### src/rtl/frame_mem_arbiter_pkg.sv
// Shared constants and types for the frame memory arbiter.
package frame_mem_arbiter_pkg;

  localparam int N_REQ = 3;
  localparam int TAG_W = 2;

  localparam logic [TAG_W-1:0] REQ_DISPLAY = 2'd0;
  localparam logic [TAG_W-1:0] REQ_CAMERA  = 2'd1;
  localparam logic [TAG_W-1:0] REQ_PROC    = 2'd2;

  // One slot of the read-return tracker: is a read here, and whose is it.
  typedef struct packed {
    logic             valid;
    logic [TAG_W-1:0] id;
  } rd_tag_t;

  // Requester index to one-hot requester mask.
  function automatic logic [N_REQ-1:0] id_to_onehot(input logic [TAG_W-1:0] id);
    logic [N_REQ-1:0] mask;
    case (id)
      REQ_DISPLAY: mask = 3'b001;
      REQ_CAMERA:  mask = 3'b010;
      REQ_PROC:    mask = 3'b100;
      default:     mask = 3'b000;
    endcase
    return mask;
  endfunction

endpackage

### src/rtl/frame_mem_arbiter_rd_tag_pipe.sv
// Read-return tag pipeline: one slot per cycle between grant and read data.
// A tag pushed in the grant cycle emerges RD_LAT+1 cycles later, which is when
// the memory presents the data for that read.
module rd_tag_pipe
  import frame_mem_arbiter_pkg::*;
#(
  parameter int RD_LAT = 2
) (
  input  logic             clk,
  input  logic             reset,
  input  logic             i_push,
  input  logic [TAG_W-1:0] i_id,
  output logic             o_valid,
  output logic [TAG_W-1:0] o_id
);

  rd_tag_t r_stage [RD_LAT+1];

  // Shift tags one stage per cycle; reset drops everything in flight.
  always_ff @(posedge clk) begin
    if (reset) begin
      for (int k = 0; k <= RD_LAT; k++) begin
        r_stage[k] <= '0;
      end
    end else begin
      r_stage[0].valid <= i_push;
      r_stage[0].id    <= i_id;
      for (int k = 1; k <= RD_LAT; k++) begin
        r_stage[k] <= r_stage[k-1];
      end
    end
  end

  assign o_valid = r_stage[RD_LAT].valid;
  assign o_id    = r_stage[RD_LAT].id;

endmodule

### src/rtl/frame_mem_arbiter.sv
// Three-way frame memory arbiter: display has fixed top priority, camera and
// processing share the remaining slots round-robin. Commands are registered
// onto the memory port; read data is routed back using a tag pipeline.
module frame_mem_arbiter
  import frame_mem_arbiter_pkg::*;
#(
  parameter int ADDR_W = 19,
  parameter int DATA_W = 36,
  parameter int RD_LAT = 2
) (
  input  logic              clk,
  input  logic              reset,
  input  logic [2:0]        req_en,
  input  logic [2:0]        req,
  input  logic [2:0]        req_we,
  input  logic [ADDR_W-1:0] req_addr0,
  input  logic [ADDR_W-1:0] req_addr1,
  input  logic [ADDR_W-1:0] req_addr2,
  input  logic [DATA_W-1:0] req_wdata0,
  input  logic [DATA_W-1:0] req_wdata1,
  input  logic [DATA_W-1:0] req_wdata2,
  output logic [2:0]        grant,
  output logic [2:0]        rvalid,
  output logic [DATA_W-1:0] rdata,
  output logic [ADDR_W-1:0] mem_addr,
  output logic              mem_we,
  output logic [DATA_W-1:0] mem_wdata,
  input  logic [DATA_W-1:0] mem_rdata
);

  logic [2:0]        w_elig;
  logic [2:0]        w_grant;
  logic [TAG_W-1:0]  w_win_idx;
  logic [ADDR_W-1:0] w_win_addr;
  logic [DATA_W-1:0] w_win_wdata;
  logic              w_win_we;
  logic              w_tag_valid;
  logic [TAG_W-1:0]  w_tag_id;

  // 1 when processing was the most recent camera/processing winner,
  // so camera is next in line on a tie.
  logic              r_last2;
  logic [ADDR_W-1:0] r_mem_addr;
  logic              r_mem_we;
  logic [DATA_W-1:0] r_mem_wdata;

  // No grants are offered while reset is held.
  assign w_elig = req & req_en & {3{~reset}};

  // Priority pick: display first, then the camera/processing tie-break.
  always_comb begin
    w_grant = 3'b000;
    if (w_elig[REQ_DISPLAY]) begin
      w_grant = 3'b001;
    end else if (w_elig[REQ_CAMERA] && w_elig[REQ_PROC]) begin
      w_grant = r_last2 ? 3'b010 : 3'b100;
    end else if (w_elig[REQ_CAMERA]) begin
      w_grant = 3'b010;
    end else if (w_elig[REQ_PROC]) begin
      w_grant = 3'b100;
    end
  end

  assign grant = w_grant;

  // Select the winner's command fields.
  always_comb begin
    w_win_idx   = REQ_DISPLAY;
    w_win_addr  = req_addr0;
    w_win_wdata = req_wdata0;
    if (w_grant[REQ_CAMERA]) begin
      w_win_idx   = REQ_CAMERA;
      w_win_addr  = req_addr1;
      w_win_wdata = req_wdata1;
    end else if (w_grant[REQ_PROC]) begin
      w_win_idx   = REQ_PROC;
      w_win_addr  = req_addr2;
      w_win_wdata = req_wdata2;
    end
    w_win_we = req_we[w_win_idx];
  end

  // Register the granted command onto the memory port and advance the pointer.
  always_ff @(posedge clk) begin
    if (reset) begin
      r_mem_addr  <= '0;
      r_mem_we    <= 1'b0;
      r_mem_wdata <= '0;
      r_last2     <= 1'b1;
    end else begin
      if (|w_grant) begin
        r_mem_addr  <= w_win_addr;
        r_mem_we    <= w_win_we;
        r_mem_wdata <= w_win_wdata;
      end else begin
        r_mem_we    <= 1'b0;
      end
      if (w_grant[REQ_CAMERA]) begin
        r_last2 <= 1'b0;
      end else if (w_grant[REQ_PROC]) begin
        r_last2 <= 1'b1;
      end
    end
  end

  assign mem_addr  = r_mem_addr;
  assign mem_we    = r_mem_we;
  assign mem_wdata = r_mem_wdata;

  rd_tag_pipe #(
    .RD_LAT (RD_LAT)
  ) u_rd_tag_pipe (
    .clk     (clk),
    .reset   (reset),
    .i_push  ((|w_grant) & ~w_win_we),
    .i_id    (w_win_idx),
    .o_valid (w_tag_valid),
    .o_id    (w_tag_id)
  );

  // Steer memory read data to the requester that issued the read.
  always_comb begin
    rvalid = 3'b000;
    rdata  = '0;
    if (w_tag_valid && !reset) begin
      rvalid = id_to_onehot(w_tag_id);
      rdata  = mem_rdata;
    end
  end

endmodule

### config.mk
export PLATFORM = sky130hd
export DESIGN_NAME = frame_mem_arbiter
export DESIGN_NICKNAME = d
export VERILOG_FILES = /design/src/rtl/frame_mem_arbiter_pkg.sv /design/src/rtl/frame_mem_arbiter_rd_tag_pipe.sv /design/src/rtl/frame_mem_arbiter.sv
export SDC_FILE = /design/constraint.sdc
export NUM_CORES = 1
export LEC_CHECK = 0
export ABC_AREA = 1
export CORE_ASPECT_RATIO = 0.6
export CORE_MARGIN = 8
export CORE_UTILIZATION = 37
export CTS_CLUSTER_DIAMETER = 120
export DETAILED_ROUTE_END_ITERATION = 10
export PLACE_DENSITY = 0.87
export SLEW_MARGIN = 25
export SYNTH_ARGS = -nofsm -noshare
export SYNTH_HDL_FRONTEND = slang
export SYNTH_SLANG_ARGS = --single-unit
### constraint.sdc
create_clock -name clk -period 3.7 [get_ports clk]
set_clock_uncertainty 0.15 [all_clocks]
set_input_delay 0.37 -clock clk [delete_from_list [all_inputs] [get_ports clk]]
set_output_delay 0.37 -clock clk [all_outputs]
set_load 0.1 [all_outputs]
# Word level (Yosys, flattened, before mapping)
# Memory sizes are Yosys's and may differ from the RTL's.
# Index checks and enable logic that the tools add are counted.
dict set report totals {
  mem_count 1
  regBits 57
  ram_bits 9
  output_inout_bits 98
  wordCells 50
}
dict set report op_classes {
  n_lt_le_gt_ge 1
  n_mux 25
  bitwise 10
  n_reduce_logical 7
  eq_ne 2
}
# memory depth word_bits read_ports rd_clocked_by_memory_dff write_ports line_no
set mem_list {}
lappend mem_list {u_rd_tag_pipe.r_stage 3 3 3 0 3 frame_mem_arbiter_rd_tag_pipe.sv:17} ;# rd_tag_t r_stage [RD_LAT+1];
# op count
set op_table {}
lappend op_table {{36-bit two-way mux} 3}
lappend op_table {{19-bit two-way mux} 2}
lappend op_table {{3-bit two-way mux} 8}
lappend op_table {{3-bit one-hot mux with 3 select lines} 1}
lappend op_table {{1-bit two-way mux} 7}
lappend op_table {{3-bit bitwise AND} 2}
lappend op_table {{2-bit two-way mux} 3}
lappend op_table {{1-bit OR} 4}
lappend op_table {{2-bit by 3-bit less-than comparator with 1-bit output, second input constant} 1}
lappend op_table {{1-bit inverter} 3}
lappend op_table {{3-bit OR reduction} 1}
lappend op_table {{1-bit binary-select mux with 2-bit select} 1}
lappend op_table {{2-bit by 1-bit equality test with 1-bit output, second input constant} 1}
lappend op_table {{2-bit equality test, second input constant} 1}
lappend op_table {{1-bit logical AND} 2}
lappend op_table {{2-bit logical NOT} 1}
lappend op_table {{2-bit nonzero test} 1}
lappend op_table {{2-bit OR reduction} 1}
lappend op_table {{1-bit bitwise AND} 1}
lappend op_table {{1-bit logical NOT} 1}

# Logic depth before layout (Yosys ltp)
dict set report logic_depth {
  word_depth 13
  depth_mapped 9
  mapped_depth_nobuf 8
}

# Hierarchy
# A second synthesis with hierarchy kept.
dict set report unflattened {
  cells_unflattened 690
  area_unflattened_um2 3990.1
}
# mod seq_area_each_um2 cells_per_inst area_each_um2 instances
set modules_own_cells {}
lappend modules_own_cells {frame_mem_arbiter 1141.1 660 3716.1 1}
lappend modules_own_cells {rd_tag_pipe 180.2 30 274.0 1}

# Least setup slack after synthesis
# Ideal clock, no wire load.
dict set report synth_path {
  kind {input to output}
  start {in reset}
  end {out rvalid[0]}
  setup_slack_ns 0.354
  stages 5
  required_ns 3.180
  t_arrival_ns 2.826
  path_cell_list {buf_6 > inv_2 > nand2_1 > buf_2 > nor3_1}
}
dict set report synth_between {
  elab_chain_len 3
}
# item line_no
set synth_rtl {}
lappend synth_rtl {{start: declaration} frame_mem_arbiter.sv:12} ;# input logic reset,
lappend synth_rtl {{1-bit logical NOT} frame_mem_arbiter.sv:125} ;# if (w_tag_valid && !reset) begin
lappend synth_rtl {{1-bit logical AND} frame_mem_arbiter.sv:125}
lappend synth_rtl {{3-bit two-way mux} frame_mem_arbiter.sv:125}
lappend synth_rtl {{end: declaration} frame_mem_arbiter.sv:23} ;# output logic [2:0] rvalid,
# No other way between the ends.

# Worst setup path after layout
dict set report layout_path {
  start {in req[0]}
  end {out grant[2]}
}
dict set report layout_between {
  elab_chain_len 3
}
# item line_no
set layout_rtl {}
lappend layout_rtl {{start: declaration} frame_mem_arbiter.sv:14} ;# input logic [2:0] req,
lappend layout_rtl {{3-bit bitwise AND (2 in series)} frame_mem_arbiter.sv:48} ;# assign w_elig = req & req_en & {3{~reset}};
lappend layout_rtl {{3-bit two-way mux} frame_mem_arbiter.sv:53} ;# if (w_elig[REQ_DISPLAY]) begin
lappend layout_rtl {{end: declaration} frame_mem_arbiter.sv:22} ;# output logic [2:0] grant,
# No other way between the ends.

==> results.md <==
* Die ar. at around 15,000 sq um
* Metal3 WL at 2000 um
* Initial DRT Pass Iterations at 4
* First-pass GRT wire length at roughly 29,000 um
* Maximum vdd ir drop at ~0.26 mV
* Vias at 5,380
* Cts bufs inserted at 9
* Initial antenna violation count at 0
* Top layer in use: met4
* Max transition margin at 0.285
* Top cell type's share of synthesized area at 0.325
* Vias in the first global route at 5,249
* Worst-path fanout max at 35
* WS Path Type: input pin to primary output
* Final Slew Violations at 0
* Layout cells sized above 1 at 0.0909
* Post-CTS Setup Bufs at 0
* Final worst path period share at 0.804
* Area of the core at about 11,000 sq um
* PD cells at roughly 350 nW/um^2
* Fill cells at between 800 and 900
* CTS tree: built
* DRC Markers at 0
* Design Area, Final at 7880 sq um
* Least-Margin Pin Slew at 1.07 ns
* Gr ovfl total at 0
* Outcome: finished clean
* Mapped Area at a little over 4000 sq um
* Dpl cell area at approximately 7600 sq um
* Slowest cell delay on critical path at 0.49 ns
* Largest area contributor in the netlist: dfxtp_1
* Clk sinks at 66
* WP data arrival at 2.45 ns
* Final min period at 2.97 ns
* I/O pin count at 310
* Hold crit path type: flip-flop to flip-flop
* Area Growth Syn to Fin at 93.7%
* Worst skew pair latency at 0.31 ns
* Wl on met1 at a little over 7000 um
* Post-DRT Antenna Nets at 0
* Synth cell types at 21
* Initial core utilization at 0.383
* CTS Hold Buffers Added at 0
* Nets at ~1,200
* Register area share after synthesis at 0.325
* Synthesized Nets at just under 900
* Max Freq at 336 MHz
* CP max-delay cell: nand3_4
* Final Hold Viols at 0
* Iter 0 DRT Violations at between 200 and 250
* # diodes at 0
* Post-CTS sizing at 0
* Pin count of the biggest net entering global routing at 46
* Total track usage at 0.243
* PortBufs at slightly above 300
* Post-Route WL at 18,600 um
* FP Rows at 29
* Final setup violation count at 0
* Mean Syn Cell Area at 5.97 sq um
* Worst hold margin at between 0.2 and 0.3 ns
* Syn Inst Count at roughly 680
* Clock buffer depth at 2
* Yosys warns at 0
* GPL Wtd Cong at 0.855
* CP endpoint kind: primary output
* Vias per std cell at 4.86
* #FFs+latches synth at 66
* Critical Path Start Type: input pin
* DR WL/cell at 16.8 um
* Max-cap check violation count at 0
* Setup TNS at 0 ns
* H-tree Lvls at 3
* Clock transition at path regs at 0.05 ns
* Hpwl dp at 15,000 um
* Pleak at 3.44 nW
* RSZ-0062 raised after global routing: false
* Die Height at 97.2 um
* CTS root buffer: clkbuf_16
* Dominant cells by area after synthesis: dfxtp_1 32%, nor2_1 17%, nand2_1 12%
* Die Wd at roughly 150 um
* Required @ worst endpoint at between 3 and 4 ns
* CP Cell Sequence: clkdlybuf4s50_1, nand2_2, nand3_4, inv_2, buf_12
* Met2 wire length at 9110 um
[cells in the final DEF, fill, tap and decap left out, types with 3 or more instances in the layout]
cell type,instances
buf_12,42
inv_2,5
o21ai_0,38
inv_1,71
clkbuf_16,9
nand2_2,4
nand2_1,134
clkdlybuf4s50_1,267
nand4_1,46
nor2_1,181
o21ai_1,17
nand3_1,57
nand3_2,3
buf_4,14
dfxtp_1,66
[metal layers]
layer  vias up  global-route usage
met5         -                   0
met4         0              0.0696
met3        27              0.0902
met2       240               0.423
met1      2401               0.271
li1       2712                   -
[power by group]
group	internal [W]	switching, W	leakage [nW]
clock network	0.000548	0.000290	0.147
logic	0.000398	0.000720	2.74
registers	0.000774	0.0000307	0.545
total	0.00172	0.00104	3.44
[area by class of cell]
type / instances / area [sq um] / area share
repair buffers: 323 / 3620 / 0.459
inverters: 76 / 285 / 0.0362
multi-input cells: 489 / 2190 / 0.278
clock inverters: 3 / 40.0 / 0.00508
well taps: 139 / 174 / 0.0221
clock buffers: 11 / 253 / 0.0321
flip-flops and latches: 66 / 1320 / 0.168
[state kept, by name, indices dropped and copies added, names as in the netlist]
signal and count:
mem_wdata 36, r_last2 1, u_rd_tag_pipe.r_stage 9, mem_addr 19, mem_we 1
[worst max-delay path: cells and delay by family]
family                 cells  cell delay, ns
buffers and inverters      3            1.12
and+or+nand+nor            2            0.93
[path summary, 6_finish.rpt]
| kind | start | endpoint | slack [ns] | depth (start not counted) |
|---|---|---|---|---|
| max | req[0] | grant[2] | 0.73 | 5 |
| min | u_rd_tag_pipe.r_stage[0][3] | u_rd_tag_pipe.r_stage[0][6] | 0.25 | 2 |
| max reg2reg | r_last2 | mem_addr[15] | 1.51 | 10 |
| min reg2reg | u_rd_tag_pipe.r_stage[0][3] | u_rd_tag_pipe.r_stage[0][6] | 0.25 | 2 |
[through the flow]
stage / power [W] / instances / worst slack [ns] / util
2_1_floorplan: 0.00151 / 682 / 0.354 / -
3_3_place_gp: 0.00192 / 1093 / 0.726 / 0.714
3_5_place_dp: 0.00194 / 1093 / 0.670 / 0.714
4_1_cts: 0.00278 / 1107 / 0.751 / 0.741
5_1_grt: 0.00288 / 1107 / 0.565 / 0.741
6_report: 0.00276 / 1107 / 0.726 / 0.741
[logic make-up (layout without fill, tap and decap cells)]
| kind of cell | after synthesis | in the layout | share of synthesized area |
|---|---|---|---|
| and+or+nand+nor | 433 | 433 | 0.467 |
| AOI/OAI and AO/OA | 56 | 56 | 0.0695 |
| DFF | 66 | 66 | 0.325 |
| buffers and inverters | 127 | 413 | 0.139 |
[synth_stat cells]
master / count
buf_2: 11
buf_4: 18
buf_6: 1
clkbuf_1: 21
dfxtp_1: 66
inv_1: 71
inv_2: 5
nand2_1: 134
nand2_2: 4
nand3_1: 57
nand3_2: 4
nand3_4: 1
nand4_1: 46
nor2_1: 181
nor2_4: 2
nor2_8: 1
nor3_1: 2
nor3_2: 1
o21ai_0: 38
o21ai_1: 17
o31ai_1: 1
Note: power is estimated with default switching activity, not from simulation.
